[src/rtl/synth_audio_pkg.sv]
// Shared audio-path definitions: sample width and sample-buffer state encoding.
package synth_audio_pkg;

   localparam int unsigned SAMPLE_W = 24;

   typedef enum logic {
      PRIMING = 1'b0,
      RUN     = 1'b1
   } buf_state_e;

endpackage : synth_audio_pkg

[src/rtl/sample_fifo_mem.sv]
// Sample storage array: independent write port, registered read port.
module sample_fifo_mem #(
   parameter int unsigned DATA_W = 24,
   parameter int unsigned DEPTH  = 16
) (
   input  logic                     clk,
   input  logic                     wr_en,
   input  logic [$clog2(DEPTH)-1:0] wr_addr,
   input  logic [DATA_W-1:0]        wr_data,
   input  logic                     rd_en,
   input  logic [$clog2(DEPTH)-1:0] rd_addr,
   output logic [DATA_W-1:0]        rd_data
);

   logic [DATA_W-1:0] mem_q [DEPTH];
   logic [DATA_W-1:0] rd_data_q;

   // Write on wr_en; capture the addressed word on rd_en (data valid next cycle).
   always_ff @(posedge clk) begin
      if (wr_en) begin
         mem_q[wr_addr] <= wr_data;
      end
      if (rd_en) begin
         rd_data_q <= mem_q[rd_addr];
      end
   end

   assign rd_data = rd_data_q;

endmodule : sample_fifo_mem

[src/rtl/tick_paced_sample_buffer.sv]
// Burst-in / one-sample-per-tick-out buffer with priming and underrun handling.
// Optional build macro SAMPLE_BUF_STATS_EN adds a saturating underrun counter port.
module tick_paced_sample_buffer
   import synth_audio_pkg::*;
#(
   parameter int unsigned DATA_W        = SAMPLE_W,
   parameter int unsigned DEPTH         = 16,
   parameter int unsigned PRIME_LEVEL   = 8,
   parameter int unsigned UNDERRUN_HOLD = 1
) (
   input  logic                     clk,
   input  logic                     rst,
   input  logic                     tick_en,
   input  logic [DATA_W-1:0]        in_data,
   input  logic                     in_valid,
   output logic                     in_ready,
   output logic [DATA_W-1:0]        out_sample,
   output logic                     out_strobe,
   output logic [$clog2(DEPTH):0]   level,
   output logic                     underrun
`ifdef SAMPLE_BUF_STATS_EN
   ,
   output logic [15:0]              underrun_cnt
`endif
);

   localparam int unsigned PTR_W = $clog2(DEPTH);
   localparam int unsigned LVL_W = PTR_W + 1;

   logic [PTR_W-1:0]  wr_ptr_q, wr_ptr_d;
   logic [PTR_W-1:0]  rd_ptr_q, rd_ptr_d;
   logic [LVL_W-1:0]  level_q, level_d;
   buf_state_e        state_q, state_d;
   logic              strobe_q, strobe_d;
   logic              underrun_q, underrun_d;
   logic              sel_mem_q, sel_mem_d;
   logic [DATA_W-1:0] hold_q, hold_d;

   logic              push;
   logic              pop;
   logic [DATA_W-1:0] mem_rd_data;
   logic [DATA_W-1:0] out_cur;
   logic [DATA_W-1:0] fill;

   assign in_ready = (level_q != LVL_W'(DEPTH)) && !rst;
   assign push     = in_valid && in_ready;

   // After a pop the output comes straight from the memory read register; otherwise from the hold register.
   assign out_cur    = sel_mem_q ? mem_rd_data : hold_q;
   assign fill       = (UNDERRUN_HOLD != 0) ? out_cur : '0;
   assign out_sample = out_cur;
   assign out_strobe = strobe_q;
   assign underrun   = underrun_q;
   assign level      = level_q;

   sample_fifo_mem #(
      .DATA_W (DATA_W),
      .DEPTH  (DEPTH)
   ) u_mem (
      .clk     (clk),
      .wr_en   (push),
      .wr_addr (wr_ptr_q),
      .wr_data (in_data),
      .rd_en   (pop),
      .rd_addr (rd_ptr_q),
      .rd_data (mem_rd_data)
   );

   // Next-state: FSM, tick servicing, pointer and occupancy update.
   always_comb begin
      state_d    = state_q;
      strobe_d   = 1'b0;
      underrun_d = 1'b0;
      sel_mem_d  = 1'b0;
      hold_d     = out_cur;
      pop        = 1'b0;

      case (state_q)
         PRIMING: begin
            if (tick_en) begin
               strobe_d = 1'b1;
               hold_d   = fill;
            end
            if (level_q >= LVL_W'(PRIME_LEVEL)) begin
               state_d = RUN;
            end
         end
         RUN: begin
            if (tick_en) begin
               strobe_d = 1'b1;
               if (level_q != '0) begin
                  pop       = 1'b1;
                  sel_mem_d = 1'b1;
               end else begin
                  underrun_d = 1'b1;
                  hold_d     = fill;
                  state_d    = PRIMING;
               end
            end
         end
         default: state_d = PRIMING;
      endcase

      wr_ptr_d = push ? PTR_W'(wr_ptr_q + PTR_W'(1)) : wr_ptr_q;
      rd_ptr_d = pop  ? PTR_W'(rd_ptr_q + PTR_W'(1)) : rd_ptr_q;

      case ({push, pop})
         2'b10:   level_d = level_q + LVL_W'(1);
         2'b01:   level_d = level_q - LVL_W'(1);
         default: level_d = level_q;
      endcase
   end

   // State and output registers.
   always_ff @(posedge clk) begin
      if (rst) begin
         wr_ptr_q   <= '0;
         rd_ptr_q   <= '0;
         level_q    <= '0;
         state_q    <= PRIMING;
         strobe_q   <= 1'b0;
         underrun_q <= 1'b0;
         sel_mem_q  <= 1'b0;
         hold_q     <= '0;
      end else begin
         wr_ptr_q   <= wr_ptr_d;
         rd_ptr_q   <= rd_ptr_d;
         level_q    <= level_d;
         state_q    <= state_d;
         strobe_q   <= strobe_d;
         underrun_q <= underrun_d;
         sel_mem_q  <= sel_mem_d;
         hold_q     <= hold_d;
      end
   end

`ifdef SAMPLE_BUF_STATS_EN
   logic [15:0] cnt_q, cnt_d;

   // Saturating count of underrun pulses.
   always_comb begin
      cnt_d = cnt_q;
      if (underrun_d && (cnt_q != 16'hFFFF)) begin
         cnt_d = cnt_q + 16'd1;
      end
   end

   // Counter register.
   always_ff @(posedge clk) begin
      if (rst) begin
         cnt_q <= '0;
      end else begin
         cnt_q <= cnt_d;
      end
   end

   assign underrun_cnt = cnt_q;
`endif

endmodule : tick_paced_sample_buffer

[config.mk]
export PLATFORM = sky130hd
export DESIGN_NAME = tick_paced_sample_buffer
export DESIGN_NICKNAME = d
export VERILOG_FILES = /design/src/rtl/synth_audio_pkg.sv /design/src/rtl/sample_fifo_mem.sv /design/src/rtl/tick_paced_sample_buffer.sv
export SDC_FILE = /design/constraint.sdc
export NUM_CORES = 1
export LEC_CHECK = 0
export ABC_AREA = 1
export CAP_MARGIN = 25
export CORE_UTILIZATION = 40
export DETAILED_ROUTE_END_ITERATION = 8
export DONT_BUFFER_PORTS = 1
export GPL_TIMING_DRIVEN = 0
export PLACE_DENSITY = 0.63
export SYNTH_ARGS = -nofsm -noshare
export SYNTH_HDL_FRONTEND = slang
export SYNTH_SLANG_ARGS = --single-unit
[constraint.sdc]
create_clock -name clk -period 3 [get_ports clk]
set_clock_uncertainty 0.15 [all_clocks]
set_input_delay 0.6 -clock clk [delete_from_list [all_inputs] [get_ports clk]]
set_output_delay 0.6 -clock clk [all_outputs]
set_load 0.005 [all_outputs]
==> results of run 1 <==
==> power groups by stage <==
stage          clock network, mW  registers (mW)  logic, mW
3_5_place_dp                   0            7.15       1.41
3_3_place_gp                   0            7.15       1.37
6_report                    5.56            7.01       1.55
5_1_grt                     5.86            7.02       1.69
2_1_floorplan                  0            7.13      0.912
4_1_cts                     5.64            7.01       1.52
==> critical path, delay by kind of cell (launching register included) <==
kind | cells | cell delay, ns
DFF | 1 | 0.41
buffers and inverters | 2 | 0.38
and+or+nand+nor | 4 | 1.48
==> flip-flops by register name, summed over array words and instances, names as in the netlist, 4 cells and up <==
| register | count |
|---|---|
| u_mem.mem_q | 384 |
| hold_q | 24 |
| u_mem.rd_data | 24 |
| level | 5 |
| rd_ptr_q | 4 |
| wr_ptr_q | 4 |
==> cell families (layout without fill, tap and decap cells) <==
family / after synthesis / count (layout) / share of synthesized area (%)
DFF: 449 / 449 / 73.2
and+or+nand+nor: 446 / 446 / 9.95
AOI/OAI and AO/OA: 360 / 360 / 11.7
buffers and inverters: 165 / 285 / 4.24
adders and majority gates: 9 / 9 / 0.630
xor gates and xnor gates: 7 / 7 / 0.343
other: 0 / 1 / 0
==> metrics by stage <==
stage / hold slack (ns) / setup TNS [ns] / util [%] / total power [mW]
after floorplan: 0.298 / 0 / - / 8.05
after global placement: 0.306 / -542.22 / 42.2 / 8.51
after detailed placement: 0.311 / -52.51 / 42.9 / 8.56
after CTS: 0.0262 / 0 / 46.8 / 14.2
after global routing: 0.0645 / -0.109 / 46.8 / 14.6
final: 0.0522 / 0 / 46.8 / 14.1
==> what timing repair did <==
item | CTS | global route
pin swaps | 0 | 0
endpoints found under the hold margin | 385 | 0
setup endpoints to repair | 3 | 52
setup buffers | 1 | 0
cloned | 1 | 0
hold buffers | 25 | 0
resized for setup | 1 | 2
==> path summary, 6_finish.rpt <==
path              start           endpoint  depth (start not counted)
max            level[1]  u_mem.mem_q[2][9]                          6
min reg2reg  hold_q[20]         hold_q[20]                          2
max reg2reg    level[1]  u_mem.mem_q[2][9]                          6
min             tick_en           underrun                          2
==> final cells by class <==
cell class | instances | area share [%]
Multi-Input combinational cell | 822 | 20.1
Clock inverter | 23 | 0.793
Inverter | 76 | 1.40
Buffer | 89 | 2.28
Clock buffer | 62 | 6.27
Antenna cell | 1 | 0.0121
Tap cell | 592 | 3.58
Timing Repair Buffer | 34 | 2.24
Sequential cell | 449 | 63.3
Timing Repair inverter | 1 | 0.0242
==> Yosys cell counts <==
cell / instances / share of area, %
buf_6: 9 / 0.57
clkbuf_2: 2 / 0.056
ha_1: 9 / 0.63
nand3b_1: 1 / 0.042
o211ai_2: 3 / 0.21
nand3_1: 74 / 2.1
o21bai_1: 1 / 0.042
o21ai_0: 150 / 4.2
buf_4: 10 / 0.42
a21oi_2: 17 / 0.83
clkinv_1: 2 / 0.042
edfxtp_1: 408 / 69
a21oi_1: 65 / 1.8
nor3_1: 2 / 0.056
inv_2: 2 / 0.042
xnor2_1: 1 / 0.049
xor2_1: 6 / 0.29
clkbuf_1: 38 / 0.80
nand2_1: 134 / 2.8
o211ai_1: 77 / 3.2
nor2_1: 233 / 4.9
o21ai_1: 47 / 1.3
buf_2: 24 / 0.67
dfxtp_1: 41 / 4.6
nand4_1: 2 / 0.070
buf_1: 6 / 0.13
inv_1: 72 / 1.5
==> routing by layer <==
| layer | global-route usage, % | up-vias |
|---|---|---|
| li1 | - | 5316 |
| met1 | 27.6 | 5638 |
| met2 | 34.8 | 533 |
| met3 | 5.14 | 115 |
| met4 | 10.1 | 4 |
| met5 | 0 | - |
==> results.cfg, run 1 <==
[worst_setup_path]
cp_slowest_cell = nor2_4
cp-end-kind = register
slowest_delay_ns = 0.81
cp_max_fo = 24
required_ns = 3.03
criticalPathCategory = register to register
worst_setup_path_start_kind = register
cp_data_arrival_time_ns = 2.86
crit_chain = inv_1 -> nand4_1 -> nand3_1 -> clkinv_1 -> nand2_1 -> nor2_4
rrSetupSlack_ns = 0.17

[sta]
finalSetupViolations = 0
slew_headroom_pct = 32.1
fin_crit_sh_pct = 94.3
maxSlewViolCount = 0
grt_setup_unrepaired = true
max_freq_ghz = 0.353
worst_slew_pin_slew_ns = 1.02
hold_violations = 0
timing.final.ws_setup_ns = 0.170
fin_crit_ns = 2.83

[floorplan]
top_level_ports = 60
fp.dieW_um = 213
rows = 77
die_h_um = 213
die-area_um2 = 45500
initial_core_util_pct = 40.5
coreArea_um2 = 44100

[final_layout]
num-fill-cells = 3969
most-common-layout-cells = edfxtp_1, nor2_1, o21ai_0
mostFrequentLayoutCell = edfxtp_1
multiInputGateArea_um2 = 4160
seq_area_um2 = 13100
fin_cells = 2149
syn2layout_area_growth_pct = 15.7
drive_above_1_share_pct = 10.3
fin_area_um2 = 20700
num-nets-final = 1557

[status]
outcome = complete, no violations

[clocking]
clock_sinks = 449
cts_tree = done
clock-root-buffer = clkbuf_16
clock_latency_ns = 0.57
htree_num_levels = 2
clkSlewWorstSetupHoldPaths_ns = 0.06
clockBufferDepth = 3
numCtsBuffers = 47

[drt]
routed_wl_um = 48300
wl_met3_um = 4160
dr.pass1.iters = 7
wl_met1_um = 19800
num_vias = 11600
drt_iter0_markers = 1221
wl_met2_um = 22500
via_per_inst = 5.40
ant_nets = 0
drc = 0
routed.top_layer = met5
post_drt_wl_per_cell_um = 22.5

[pwr]
pwr-share-comb_pct = 11.0
p_per_area_nw_per_um2 = 683
power_switching_mw = 3.51
ir_drop_uv = 376
swShare_pct = 24.9
power.leakage_nw = 6.97
seq_power_share_pct = 49.7
clkPwrFrac_pct = 39.4
power.internal_mw = 10.6

[global_route]
overflow = 0
grt_pass1_vias = 11300
grt_max_degree = 25
grt_usage_pct = 21.6
antenna_found_initial = 3
grt_pass1_wl_um = 70700

[place]
dpl.cell_count = 2036
postPlaceCellArea_um2 = 18900
portBuffers = 0
post-place-ws_ns = -0.283
dp_hpwl_um = 30800
place_congestion = 0.863

[logic_synthesis]
synth_area_per_cell_um2 = 12.4
syn-num-nets = 1473
ys_seq_elements = 449
ys_seq_area_share_pct = 73.2
synthCells = 1436
synth_cell_types = 27
yosys_warnings = 0
synth_area_um2 = 17900

[job]
cap_violations = 0

[hold_path]
hold_class = input pin to register
Power figures use the tool's default switching activity.
==> run 2, diff against run 1 <==
--- a/config.mk
+++ b/config.mk
@@ -5,7 +5,6 @@
 export SDC_FILE = /design/constraint.sdc
 export NUM_CORES = 1
 export LEC_CHECK = 0
-export ABC_AREA = 1
 export CAP_MARGIN = 25
 export CORE_UTILIZATION = 40
 export DETAILED_ROUTE_END_ITERATION = 8
==> run 2 against run 1 <==
Effect of this change:
- hold slack worse by 0.0083 ns
- via count fell by 28%
- largest cell class unchanged
- setup slack lost 0.056 ns
- critical path depth increased by 5
- synthesized area decreased by 4.1%
- critical endpoint is now level[4]
==> results.cfg, run 2 <==
[global_route]
use_met1_pct = 24.6
grt_usage_pct = 17.6
busiest_layer = met2
antenna_found_initial = 1
overflow = 0
grt_max_degree = 25
grtUsageMet2_pct = 28.0
grt_pass1_wl_um = 56200
grt_use_met3_pct = 3.94
grt_pass1_vias = 8765

[final_layout]
fin_cells = 1494
fin_area_um2 = 20000
seq_area_um2 = 13100
largest_register = u_mem.mem_q
syn2layout_area_growth_pct = 16.8
multiInputGateArea_um2 = 3980
largest_reg_flops = 384
drive_above_1_share_pct = 26.7
most-common-layout-cells = edfxtp_1, mux4_2, a22oi_1
num-nets-final = 958
final_util_pct = 47.5
mostFrequentLayoutCell = edfxtp_1
num-fill-cells = 3411

[pwr]
clkPwrFrac_pct = 41.4
seq_power_share_pct = 56.3
p_per_area_nw_per_um2 = 612
swShare_pct = 19.9
total_power_mw = 12.2
ir_drop_uv = 334
power_switching_mw = 2.43
power.internal_mw = 9.81
pwr-share-comb_pct = 2.3
power.leakage_nw = 6.28

[sta]
fin_crit_sh_pct = 96.2
tns_ns = 0
max_freq_ghz = 0.347
whs_ns = 0.0439
slew_headroom_pct = 35.8
worst_slew_pin_slew_ns = 0.963
maxSlewViolCount = 0
hold_violations = 0
fin_crit_ns = 2.89
grt_setup_unrepaired = false
finalSetupViolations = 0
timing.final.ws_setup_ns = 0.115

[worst_setup_path]
required_ns = 3.33
worst_setup_path_start_kind = register
cp_slowest_cell = nor4_4
slowest_delay_ns = 0.42
cp_data_arrival_time_ns = 3.21
cp_max_fo = 7
crit_chain = buf_6 -> nor4_4 -> a21o_4 -> clkinvlp_4 -> ha_4 -> xor2_2 -> ha_2 -> o21ai_1 -> or3_4 -> a2111o_1 -> nand4_1
cp-end-kind = register
criticalPathCategory = register to register

[place]
dpl.cell_count = 1381
portBuffers = 0
place_congestion = 0.710
post-place-ws_ns = -1.05
dp_hpwl_um = 23000
postPlaceCellArea_um2 = 18400

[clocking]
numCtsBuffers = 45
htree_num_levels = 2
clock_latency_ns = 0.54
clkSlewWorstSetupHoldPaths_ns = 0.06
clockBufferDepth = 3
clock_sinks = 449
clock-root-buffer = clkbuf_16
cts_tree = done

[logic_synthesis]
ys_seq_elements = 449
synth_cell_types = 44
ys.flop_type = edfxtp_1
async_flop_share_pct = 0
ys_seq_area_share_pct = 76.3
synth_most_common_cell = edfxtp_1
synth_area_um2 = 17100
ys_top_cells_by_count = edfxtp_1, mux4_2, a22oi_1
synthCells = 826
syn-num-nets = 863
synth_enable_flop_cells = 408
yosys-top-cells-area = edfxtp_1, mux4_2, dfxtp_1, a22oi_1, mux2_2
synth.largest_area_cell = edfxtp_1
synth_top_area_share_pct = 71.5
yosys_warnings = 0
synth_area_per_cell_um2 = 20.7

[drt]
ant_nets = 0
post_drt_wl_per_cell_um = 25.1
num_vias = 8319
dr.pass1.iters = 5
routed_wl_um = 37500
via_per_inst = 5.57
drt_iter0_markers = 664
drc = 0

[hold_path]
hold_class = input pin to register

[floorplan]
die_h_um = 209
die-area_um2 = 43600
top_level_ports = 60
rows = 75
coreArea_um2 = 42100
fp.dieW_um = 209
initial_core_util_pct = 40.6

[job]
cap_violations = 0

[status]
outcome = complete, no violations
run 2: final timing paths:
kind                    start          end  slack (ns)  cells past startpoint
hold reg to reg   wr_ptr_q[1]  wr_ptr_q[1]        0.37                      2
setup reg to reg     level[1]     level[4]        0.11                     11
hold / removal        tick_en   out_strobe        0.04                      1
setup / recovery     level[1]     level[4]        0.11                     11
run 2: cell type report:
| class | instances | share of cell area, % |
|---|---|---|
| clock inverters | 21 | 0.600 |
| clock buffers | 59 | 5.89 |
| repair inverters | 1 | 0.0250 |
| repair buffers | 48 | 3.50 |
| well taps | 539 | 3.37 |
| flip-flops and latches | 449 | 65.3 |
| inverters | 5 | 0.113 |
| multi-input cells | 325 | 19.9 |
| plain buffers | 46 | 1.29 |
| diodes | 1 | 0.0125 |
run 2: repair_timing:
action / 4_1_cts / 5_1_grt
setup endpoints to repair: 57 / 2
setup buffers: 2 / 5
hold buffers: 24 / 0
pin swaps: 1 / 7
resized for setup: 4 / 7
cloned: 1 / 0
hold endpoints to repair: 384 / 0
run 2: critical path: cells and delay by family (launching register included):
family                   cells  cell delay, ns
AND/OR/NAND/NOR              3            0.86
XOR/XNOR                     1            0.16
flip-flops                   1            0.33
AO/OA/AOI/OAI                3            0.67
adder cells (fa/ha/maj)      2            0.40
buffers and inverters        2            0.25
run 2: cells by family (layout without fill, tap and decap cells):
logic type,after synthesis,count (layout),synth area share (%)
DFF,449,449,76.3
AOI/OAI and AO/OA,67,67,3.02
and+or+nand+nor,119,119,3.61
other,0,1,0
buffers and inverters,52,180,1.65
muxes,122,122,14.3
xor gates and xnor gates,8,8,0.409
adders and majority gates,9,9,0.658
run 2: power by group through the flow:
stage	Combinational, mW	Sequential (mW)	Clock, mW
after floorplan	0.115	7.02	0
after global placement	0.164	7.02	0
after detailed placement	0.192	7.02	0
after CTS	0.284	6.89	5.18
after global routing	0.311	6.89	5.40
final	0.285	6.89	5.07
run 2: routing by layer:
| layer | vias to the layer above | part of all wire [%] |
|---|---|---|
| met5 | - | 0 |
| met4 | 0 | 2.2 |
| met3 | 61 | 7.2 |
| met2 | 281 | 47 |
| met1 | 4400 | 43 |
| li1 | 3577 | - |
